`config.mk`:
```
export PLATFORM = sky130hd
export DESIGN_NAME = iir_seq_ctrl
export DESIGN_NICKNAME = d
export VERILOG_FILES = /design/src/rtl/iir_seq_ctrl.sv
export SDC_FILE = /design/constraint.sdc
export NUM_CORES = 1
export LEC_CHECK = 0
export CAP_MARGIN = 5
export CORE_ASPECT_RATIO = 1.1
export CORE_UTILIZATION = 52
export DETAILED_ROUTE_END_ITERATION = 8
export PLACE_DENSITY = 0.84
export RECOVER_POWER = 25
export SYNTH_ARGS = -nofsm -noshare
export SYNTH_HDL_FRONTEND = slang
export SYNTH_SLANG_ARGS = --single-unit
```
`constraint.sdc`:
```
create_clock -name clk_21 -period 2.77 [get_ports clk_21]
set_input_delay 0.554 -clock clk_21 [delete_from_list [all_inputs] [get_ports clk_21]]
set_output_delay 0.554 -clock clk_21 [all_outputs]
set_load 0.1 [all_outputs]
```
`src/rtl/iir_seq_ctrl.sv`:
```
// Sequencer in front of an IIR core: buffers samples in a 4-deep FIFO, flushes the
// core on start, issues one sample per RATE_DIV cycles and captures each result.
module iir_seq_ctrl #(
   parameter int unsigned RATE_DIV  = 4,
   parameter int unsigned FLUSH_CYC = 5
) (
   input  logic        clk_21,
   input  logic        rst_n_21,
   input  logic        start_21,
   input  logic        stop_21,
   input  logic        in_valid_21,
   input  logic [7:0]  in_data_21,
   output logic        in_ready_21,
   output logic [7:0]  core_din_21,
   output logic        core_data_valid_21,
   output logic        core_rst_21,
   input  logic [19:0] core_dout_21,
   output logic [19:0] dout_21,
   output logic        dout_valid_21,
   output logic        busy_21,
   output logic [7:0]  underrun_cnt_21
);

   typedef enum logic [1:0] {
      S_IDLE,
      S_FLUSH,
      S_RUN,
      S_DRAIN
   } state_t;

   state_t      state, state_nx;

   logic [7:0]  fifo_mem [4];
   logic [1:0]  wr_ptr, rd_ptr;
   logic [2:0]  fifo_cnt;
   logic        fifo_full, fifo_empty;
   logic        push, pop;

   logic [7:0]  div_cnt, div_nx;
   logic [7:0]  flush_cnt, flush_nx;
   logic        drain_cnt, drain_nx;
   logic        tick;
   logic        underrun_inc, clr_underrun;
   logic        cap_pend;

   assign fifo_full   = (fifo_cnt == 3'd4);
   assign fifo_empty  = (fifo_cnt == 3'd0);
   assign in_ready_21 = ~fifo_full;
   assign push        = in_valid_21 & ~fifo_full;

   always_comb begin
      state_nx     = state;
      div_nx       = '0;
      flush_nx     = flush_cnt;
      drain_nx     = drain_cnt;
      tick         = 1'b0;
      pop          = 1'b0;
      underrun_inc = 1'b0;
      clr_underrun = 1'b0;
      case (state)
         S_IDLE: begin
            if (start_21) begin
               state_nx     = S_FLUSH;
               flush_nx     = '0;
               clr_underrun = 1'b1;
            end
         end
         S_FLUSH: begin
            if (flush_cnt == 8'(FLUSH_CYC - 1)) begin
               state_nx = S_RUN;
            end else begin
               flush_nx = flush_cnt + 8'd1;
            end
         end
         S_RUN: begin
            tick   = (div_cnt == '0);
            div_nx = (div_cnt == 8'(RATE_DIV - 1)) ? '0 : div_cnt + 8'd1;
            // stop takes priority over a coinciding tick: nothing popped or counted
            if (stop_21) begin
               state_nx = S_DRAIN;
               drain_nx = 1'b0;
            end else if (tick) begin
               if (!fifo_empty) begin
                  pop = 1'b1;
               end else begin
                  underrun_inc = 1'b1;
               end
            end
         end
         S_DRAIN: begin
            if (drain_cnt) begin
               state_nx = S_IDLE;
            end else begin
               drain_nx = 1'b1;
            end
         end
      endcase
   end

   always_ff @(posedge clk_21) begin
      if (!rst_n_21) begin
         state              <= S_IDLE;
         div_cnt            <= '0;
         flush_cnt          <= '0;
         drain_cnt          <= 1'b0;
         wr_ptr             <= '0;
         rd_ptr             <= '0;
         fifo_cnt           <= '0;
         core_din_21        <= '0;
         core_data_valid_21 <= 1'b0;
         core_rst_21        <= 1'b0;
         cap_pend           <= 1'b0;
         dout_21            <= '0;
         dout_valid_21      <= 1'b0;
         busy_21            <= 1'b0;
         underrun_cnt_21    <= '0;
      end else begin
         state     <= state_nx;
         div_cnt   <= div_nx;
         flush_cnt <= flush_nx;
         drain_cnt <= drain_nx;

         if (push) begin
            wr_ptr <= wr_ptr + 2'd1;
         end
         if (pop) begin
            rd_ptr <= rd_ptr + 2'd1;
         end
         fifo_cnt <= fifo_cnt + 3'(push) - 3'(pop);

         core_data_valid_21 <= pop;
         if (pop) begin
            core_din_21 <= fifo_mem[rd_ptr];
         end
         core_rst_21 <= (state_nx == S_FLUSH);
         busy_21     <= (state_nx != S_IDLE);

         // core result for an issued sample is ready one cycle after the issue cycle
         cap_pend      <= core_data_valid_21;
         dout_valid_21 <= cap_pend;
         if (cap_pend) begin
            dout_21 <= core_dout_21;
         end

         if (clr_underrun) begin
            underrun_cnt_21 <= '0;
         end else if (underrun_inc && (underrun_cnt_21 != '1)) begin
            underrun_cnt_21 <= underrun_cnt_21 + 8'd1;
         end
      end
   end

   always_ff @(posedge clk_21) begin
      if (push) begin
         fifo_mem[wr_ptr] <= in_data_21;
      end
   end

endmodule

```
==> flow_summary.json, run 1 <==
{
  "drtIter0Drc": 92,
  "finClkSkew_ns": 0.0138,
  "pwr_density_cell_nw_per_um2": 575,
  "die_area_um2": 8080,
  "critical_path_class": "flip-flop to flip-flop",
  "hp-class": "flip-flop to flip-flop",
  "grt_overflow_total": 0,
  "clock_tree.root_cell": "clkbuf_8",
  "area_delta_synth_final_pct": 23.2,
  "synth_flop_cell": "dfxtp_1",
  "reg2regPathDepth": 11,
  "busiest_layer": "met2",
  "ys_seq_area_frac": 0.573,
  "grtUsageMet1": 0.228,
  "seq_power_share": 0.563,
  "combPwrFrac": 0.101,
  "switching_share": 0.275,
  "cts_sinks": 99,
  "fmax_mhz": 392,
  "power.total_mw": 2.85,
  "status": "completed",
  "fin_crit_ns": 2.55,
  "final.period_utilization": 0.920,
  "cpPeakStageDelay_ns": 0.53,
  "synth_fp_nets": 390,
  "firstDrtPassIters": 4,
  "cpMostUsedCell": "inv_1",
  "worst_pin_slew_ns": 1.11,
  "dpl.hpwl_um": 5310,
  "worstReg2RegEnd": "fifo_cnt[2]$_SDFF_PN0_",
  "synth_edf_count": 32,
  "cts-resized-gates": 0,
  "regToRegSetupSlack_ns": 0.22,
  "vias": 2746,
  "die_h_um": 94.2,
  "grt_first_pass_wirelength_um": 12200,
  "finalHoldViolations": 0,
  "clockPowerShare": 0.336,
  "cp_data_required_time_ns": 3.04,
  "drv_slew": 0,
  "start_util": 0.537,
  "ir_drop_v": 0.000410,
  "worstReg2RegStart": "fifo_cnt[2]$_SDFF_PN0_",
  "start_kind": "flip-flop",
  "core_area_um2": 7470,
  "path_cells": "or3b_2, and2_1, inv_1, ha_1, inv_1, ha_1, inv_1, fa_1, xor2_1, xnor2_1, nor2_1",
  "yosys_warnings": 0,
  "met2_usage": 0.354,
  "cts_made_buffers": 9,
  "hp-start": "core_data_valid_21$_SDFF_PN0_",
  "nets": 464,
  "finalSetupViolCount": 0,
  "synth_cell_types": 49,
  "holdPathStages": 1,
  "max_slew_margin": 0.258,
  "remaining_drc_errors": 0,
  "synth_async_sr_flop_share": 0,
  "cts.path.max_buffers": 2,
  "drv_cap": 0,
  "routedWlPerCell_um": 14.2,
  "worstSkewPairLatency_ns": 0.38,
  "portBuffers": 73,
  "grt_use_total": 0.199,
  "path_max_fanout": 6,
  "ioPinCount": 74,
  "cellLeakagePower_nw": 1.89,
  "antenna_cells": 0,
  "wl_um": 7490,
  "grt_pass1_vias": 2646,
  "power_switching_uw": 782,
  "viasPerCell": 5.19,
  "utilization": 0.662,
  "die_x_um": 85.8,
  "grt_use_met3": 0.0518,
  "endpoint_kind": "flip-flop",
  "crit_path_top_delay_cell": "or3b_2",
  "gp_congestion": 0.807,
  "fillers": 595,
  "avgSynthCellArea_um2": 11.6,
  "row_count": 33,
  "synth_cells": 345,
  "antenna_left": 0,
  "hold_path_end": "cap_pend$_SDFF_PN0_",
  "antenna_found_initial": 0,
  "drive_gt1_frac": 0.179,
  "final_common_cell": "dfxtp_1",
  "rsz0062_at_grt": "false",
  "cts.reportedPaths.clkPinSlew_ns": 0.10,
  "hold-worst-slack_ns": 0.482,
  "layout_common_cells": "dfxtp_1 (67), nor2_1 (53), buf_4 (44)",
  "hold_buffers": 0,
  "ys_seq_elements": 99,
  "grt_max_degree": 26,
  "syn_area_um2": 4020,
  "htreeDepth": 3,
  "arrival_ns": 2.82,
  "internal_power_mw": 2.06,
  "post_cts_buffers": 0,
  "cts_tree": "yes"
}
power by group through the flow:
stage,sequential (mW),clock (mW),combinational [mW]
after floorplan,1.64,0,0.175
after global placement,1.63,0,0.281
after detailed placement,1.64,0,0.293
after CTS,1.60,0.976,0.294
after global routing,1.61,1.04,0.315
final,1.60,0.955,0.288
synth_stat cells (3+ instances only):
master	n	area, um2
nor2_1	53	199
mux4_2	8	180
xor2_1	10	87.6
nor3_1	4	20.0
mux2i_1	31	310
edfxtp_1	32	961
clkbuf_1	7	26.3
o21ai_0	9	45.0
and3_1	6	37.5
and2_1	5	31.3
ha_1	11	138
xnor2_1	4	35.0
dfxtp_1	67	1340
nand4_1	3	18.8
inv_1	14	52.6
buf_2	3	15.0
nand3_1	9	45.0
or3_1	7	43.8
a21oi_1	13	65.1
nand2_1	13	48.8
metal layers:
layer | share of wire | wire, um
met5 | 0 | 0
met4 | 0.016 | 118
met3 | 0.037 | 280
met2 | 0.52 | 3880
met1 | 0.43 | 3210
layout make-up:
type	count	area, um2	area share
Sequential cell	99	2300	0.465
Multi-Input combinational cell	218	1600	0.323
Timing Repair Buffer	77	654	0.132
Tap cell	105	131	0.0266
Clock buffer	9	124	0.0250
Clock inverter	7	86.3	0.0175
Inverter	14	52.6	0.0106
logic make-up after synthesis:
family / Yosys count / synth area share
AOI/OAI and AO/OA: 29 / 0.0405
xor gates and xnor gates: 14 / 0.0305
adders and majority gates: 12 / 0.0393
buffers and inverters: 28 / 0.0293
DFF: 99 / 0.573
muxes: 39 / 0.122
and+or+nand+nor: 124 / 0.165
worst max-delay path by stage:
stage | start | endpoint | slack (ns)
floorplan | fifo_cnt[2]$_SDFF_PN0_ | fifo_cnt[2]$_SDFF_PN0_ | 0.05
global placement | stop_21 | fifo_cnt[2]$_SDFF_PN0_ | 0.06
detailed placement | stop_21 | fifo_cnt[2]$_SDFF_PN0_ | -0.04
CTS | fifo_cnt[2]$_SDFF_PN0_ | fifo_cnt[2]$_SDFF_PN0_ | 0.23
global route | div_cnt[3]$_SDFF_PP0_ | fifo_cnt[2]$_SDFF_PN0_ | 0.09
finish | fifo_cnt[2]$_SDFF_PN0_ | fifo_cnt[2]$_SDFF_PN0_ | 0.22
per-stage QoR:
step           setup TNS, ns  setup WS, ns  cells  instance area, um2
6_report                   0         0.220    529                4950
5_1_grt                    0        0.0923    529                4950
4_1_cts                    0         0.226    529                4950
3_5_place_dp         -0.0410       -0.0410    513                4740
3_3_place_gp               0        0.0643    513                4740
2_1_floorplan              0        0.0505    345                4020
worst max-delay path: cells and delay by family (launching register included):
| family | cells | cell delay (ns) |
|---|---|---|
| flops | 1 | 0.41 |
| buf+inv | 3 | 0.20 |
| simple gates | 3 | 0.80 |
| xor+xnor | 2 | 0.31 |
| fa+ha+maj | 3 | 0.73 |
state kept, by name, summed over array words and instances, names as in the netlist:
register            cells
fifo_mem               32
dout_21                20
core_din_21             8
div_cnt                 8
flush_cnt               8
underrun_cnt_21         8
fifo_cnt                3
rd_ptr                  2
state                   2
wr_ptr                  2
busy_21                 1
cap_pend                1
core_data_valid_21      1
core_rst_21             1
dout_valid_21           1
drain_cnt               1
No activity file was read; power rests on OpenSTA's default activity.
==> inputs of run 2 (changes only) <==
CORE_UTILIZATION = 30   (was 52)
DONT_BUFFER_PORTS = 1   (was default)
PLACE_DENSITY = 0.49   (was 0.84)
==> run 2 against run 1 <==
Against the previous run:
- the flow now finishes with violations (design-rule violations)
- sequential cell count did not move
- clock-buffer cell count did not move
- global-route usage fell by 8.5 points
- clock skew fell by 0.0035 ns
- via count fell by 9.5%
- worst setup slack improved by 0.076 ns
- cell area fell by 8.4%
- cell count fell by 1.9%
- non-clock buffer count fell by 62
- hold slack got worse by 0.19 ns
- sequential power barely moved
==> flow_summary.json, run 2 (synthesis gave the netlist of run 1 again) <==
{
  "worstReg2RegEnd": "fifo_cnt[2]$_SDFF_PN0_",
  "gp_congestion": 0.720,
  "dpl.hpwl_um": 5070,
  "start_util": 0.312,
  "path_max_fanout": 3,
  "drive_gt1_frac": 0.122,
  "pwr_density_cell_nw_per_um2": 667,
  "firstDrtPassIters": 6,
  "cts_tree": "yes",
  "post_cts_buffers": 0,
  "cts.reportedPaths.clkPinSlew_ns": 0.07,
  "antenna_cells": 0,
  "cp.depth": 11,
  "antenna_found_initial": 0,
  "wl_um": 7370,
  "layout_common_cells": "dfxtp_1 (67), nor2_1 (53), edfxtp_1 (32)",
  "grt_overflow_total": 0,
  "finalHoldViolations": 0,
  "drv_cap": 0,
  "endpoint_kind": "flip-flop",
  "drtIter0Drc": 123,
  "critPathTopFamily": "simple AND/OR/NAND/NOR gates",
  "cts_made_buffers": 9,
  "grt_pass1_vias": 2413,
  "grt_use_total": 0.113,
  "hold-worst-slack_ns": 0.292,
  "finalSetupViolCount": 0,
  "arrival_ns": 2.67,
  "grt_first_pass_wirelength_um": 11700,
  "reg2regPathDepth": 11,
  "final.period_utilization": 0.893,
  "fmax_mhz": 404,
  "top_regs": "fifo_mem: 32 flops, dout_21: 20 flops",
  "regToRegSetupSlack_ns": 0.30,
  "hp-start": "in_data_21[6]",
  "cellLeakagePower_nw": 1.62,
  "worstSkewPairLatency_ns": 0.35,
  "hold_buffers": 0,
  "start_kind": "flip-flop",
  "crit_path_top_delay_cell": "or3b_2",
  "cts_sinks": 99,
  "fin_crit_ns": 2.47,
  "fin_setup_tns_ns": 0,
  "worst_pin_slew_ns": 1.23,
  "portBuffers": 0,
  "drv_slew": 0,
  "area_delta_synth_final_pct": 12.8,
  "die_h_um": 123,
  "nets": 402,
  "antenna_left": 0,
  "hold_path_end": "fifo_mem[3][6]$_DFFE_PP_",
  "cpPeakStageDelay_ns": 0.47,
  "path_cells": "or3b_2, and2_1, inv_1, ha_1, inv_1, ha_1, inv_1, fa_1, xor2_1, xnor2_1, nor2_1",
  "htreeDepth": 3,
  "die_area_um2": 13900,
  "clock_tree.root_cell": "clkbuf_16",
  "finClkSkew_ns": 0.0104,
  "largest_register_ff_count": 32,
  "violations": "design-rule violations",
  "worstReg2RegStart": "fifo_cnt[2]$_SDFF_PN0_",
  "critical_path_class": "flip-flop to flip-flop",
  "status": "complete, but fails checks",
  "cts-resized-gates": 0,
  "ir_drop_v": 0.000364,
  "row_count": 43,
  "viasPerCell": 4.79,
  "die_x_um": 112,
  "core_area_um2": 12900,
  "final_common_cell": "dfxtp_1",
  "top_register": "fifo_mem",
  "cts.path.max_buffers": 2,
  "max_slew_margin": 0.182,
  "cp_data_required_time_ns": 2.97,
  "routedWlPerCell_um": 14.2,
  "ioPinCount": 74,
  "remaining_drc_errors": 2,
  "vias": 2485,
  "worst-path-buf-inv": 3,
  "grt_max_degree": 23,
  "cpMostUsedCell": "inv_1",
  "rsz0062_at_grt": "false",
  "hp-class": "primary input to flip-flop",
  "holdPathStages": 0
}
## run 2: changes by cell type in the layout (fill, tap and decap cells not counted), sizes merged
cell           change
clkinv             +1
buf               -32
clkinvlp           +2
clkbuf             +2
inv                -3
dlygate4sd3        -9
clkdlybuf4s50     -23
## run 2: worst max-delay path by stage
stage	startpoint	end
after global routing	fifo_cnt[2]$_SDFF_PN0_	fifo_cnt[2]$_SDFF_PN0_
after detailed placement	fifo_cnt[2]$_SDFF_PN0_	fifo_cnt[2]$_SDFF_PN0_
final	fifo_cnt[2]$_SDFF_PN0_	fifo_cnt[2]$_SDFF_PN0_
after floorplan	fifo_cnt[2]$_SDFF_PN0_	fifo_cnt[2]$_SDFF_PN0_
after global placement	fifo_cnt[2]$_SDFF_PN0_	fifo_cnt[2]$_SDFF_PN0_
after CTS	fifo_cnt[2]$_SDFF_PN0_	fifo_cnt[2]$_SDFF_PN0_
## run 2: area by class of cell
type	instances	area (um2)
Clock inverter	7	57.6
Sequential cell	99	2300
Inverter	14	52.6
Clock buffer	9	225
Fill cell	1271	8330
Timing Repair Buffer	15	101
Tap cell	157	196
Multi-Input combinational cell	218	1600
## run 2: through the flow
stage                     instances  utilization  area (um2)  total power, mW  setup slack, ns
final                           519        0.352        4530             3.02            0.297
after global placement          503        0.331        4260             1.86            0.375
after floorplan                 345            -        4020             1.81           0.0505
after detailed placement        503        0.331        4260             1.87            0.329
after CTS                       519        0.353        4540             3.07            0.312
after global routing            519        0.352        4530             3.16           0.0947
## run 2: power breakdown
group	internal (mW)	leakage, nW	total [mW]	switching [mW]
Clock	0.621	0.134	1.20	0.576
Combinational	0.0784	0.648	0.212	0.133
Sequential	1.57	0.834	1.61	0.0457
Total	2.27	1.62	3.02	0.755
## run 2: metal layers
layer	global-route usage	routed length [um]	vias to the layer above
li1	-	-	1242
met2	0.184	3490	46
met5	0	0	-
met3	0.0515	504	11
met1	0.125	3220	1186
met4	0.0600	154	0
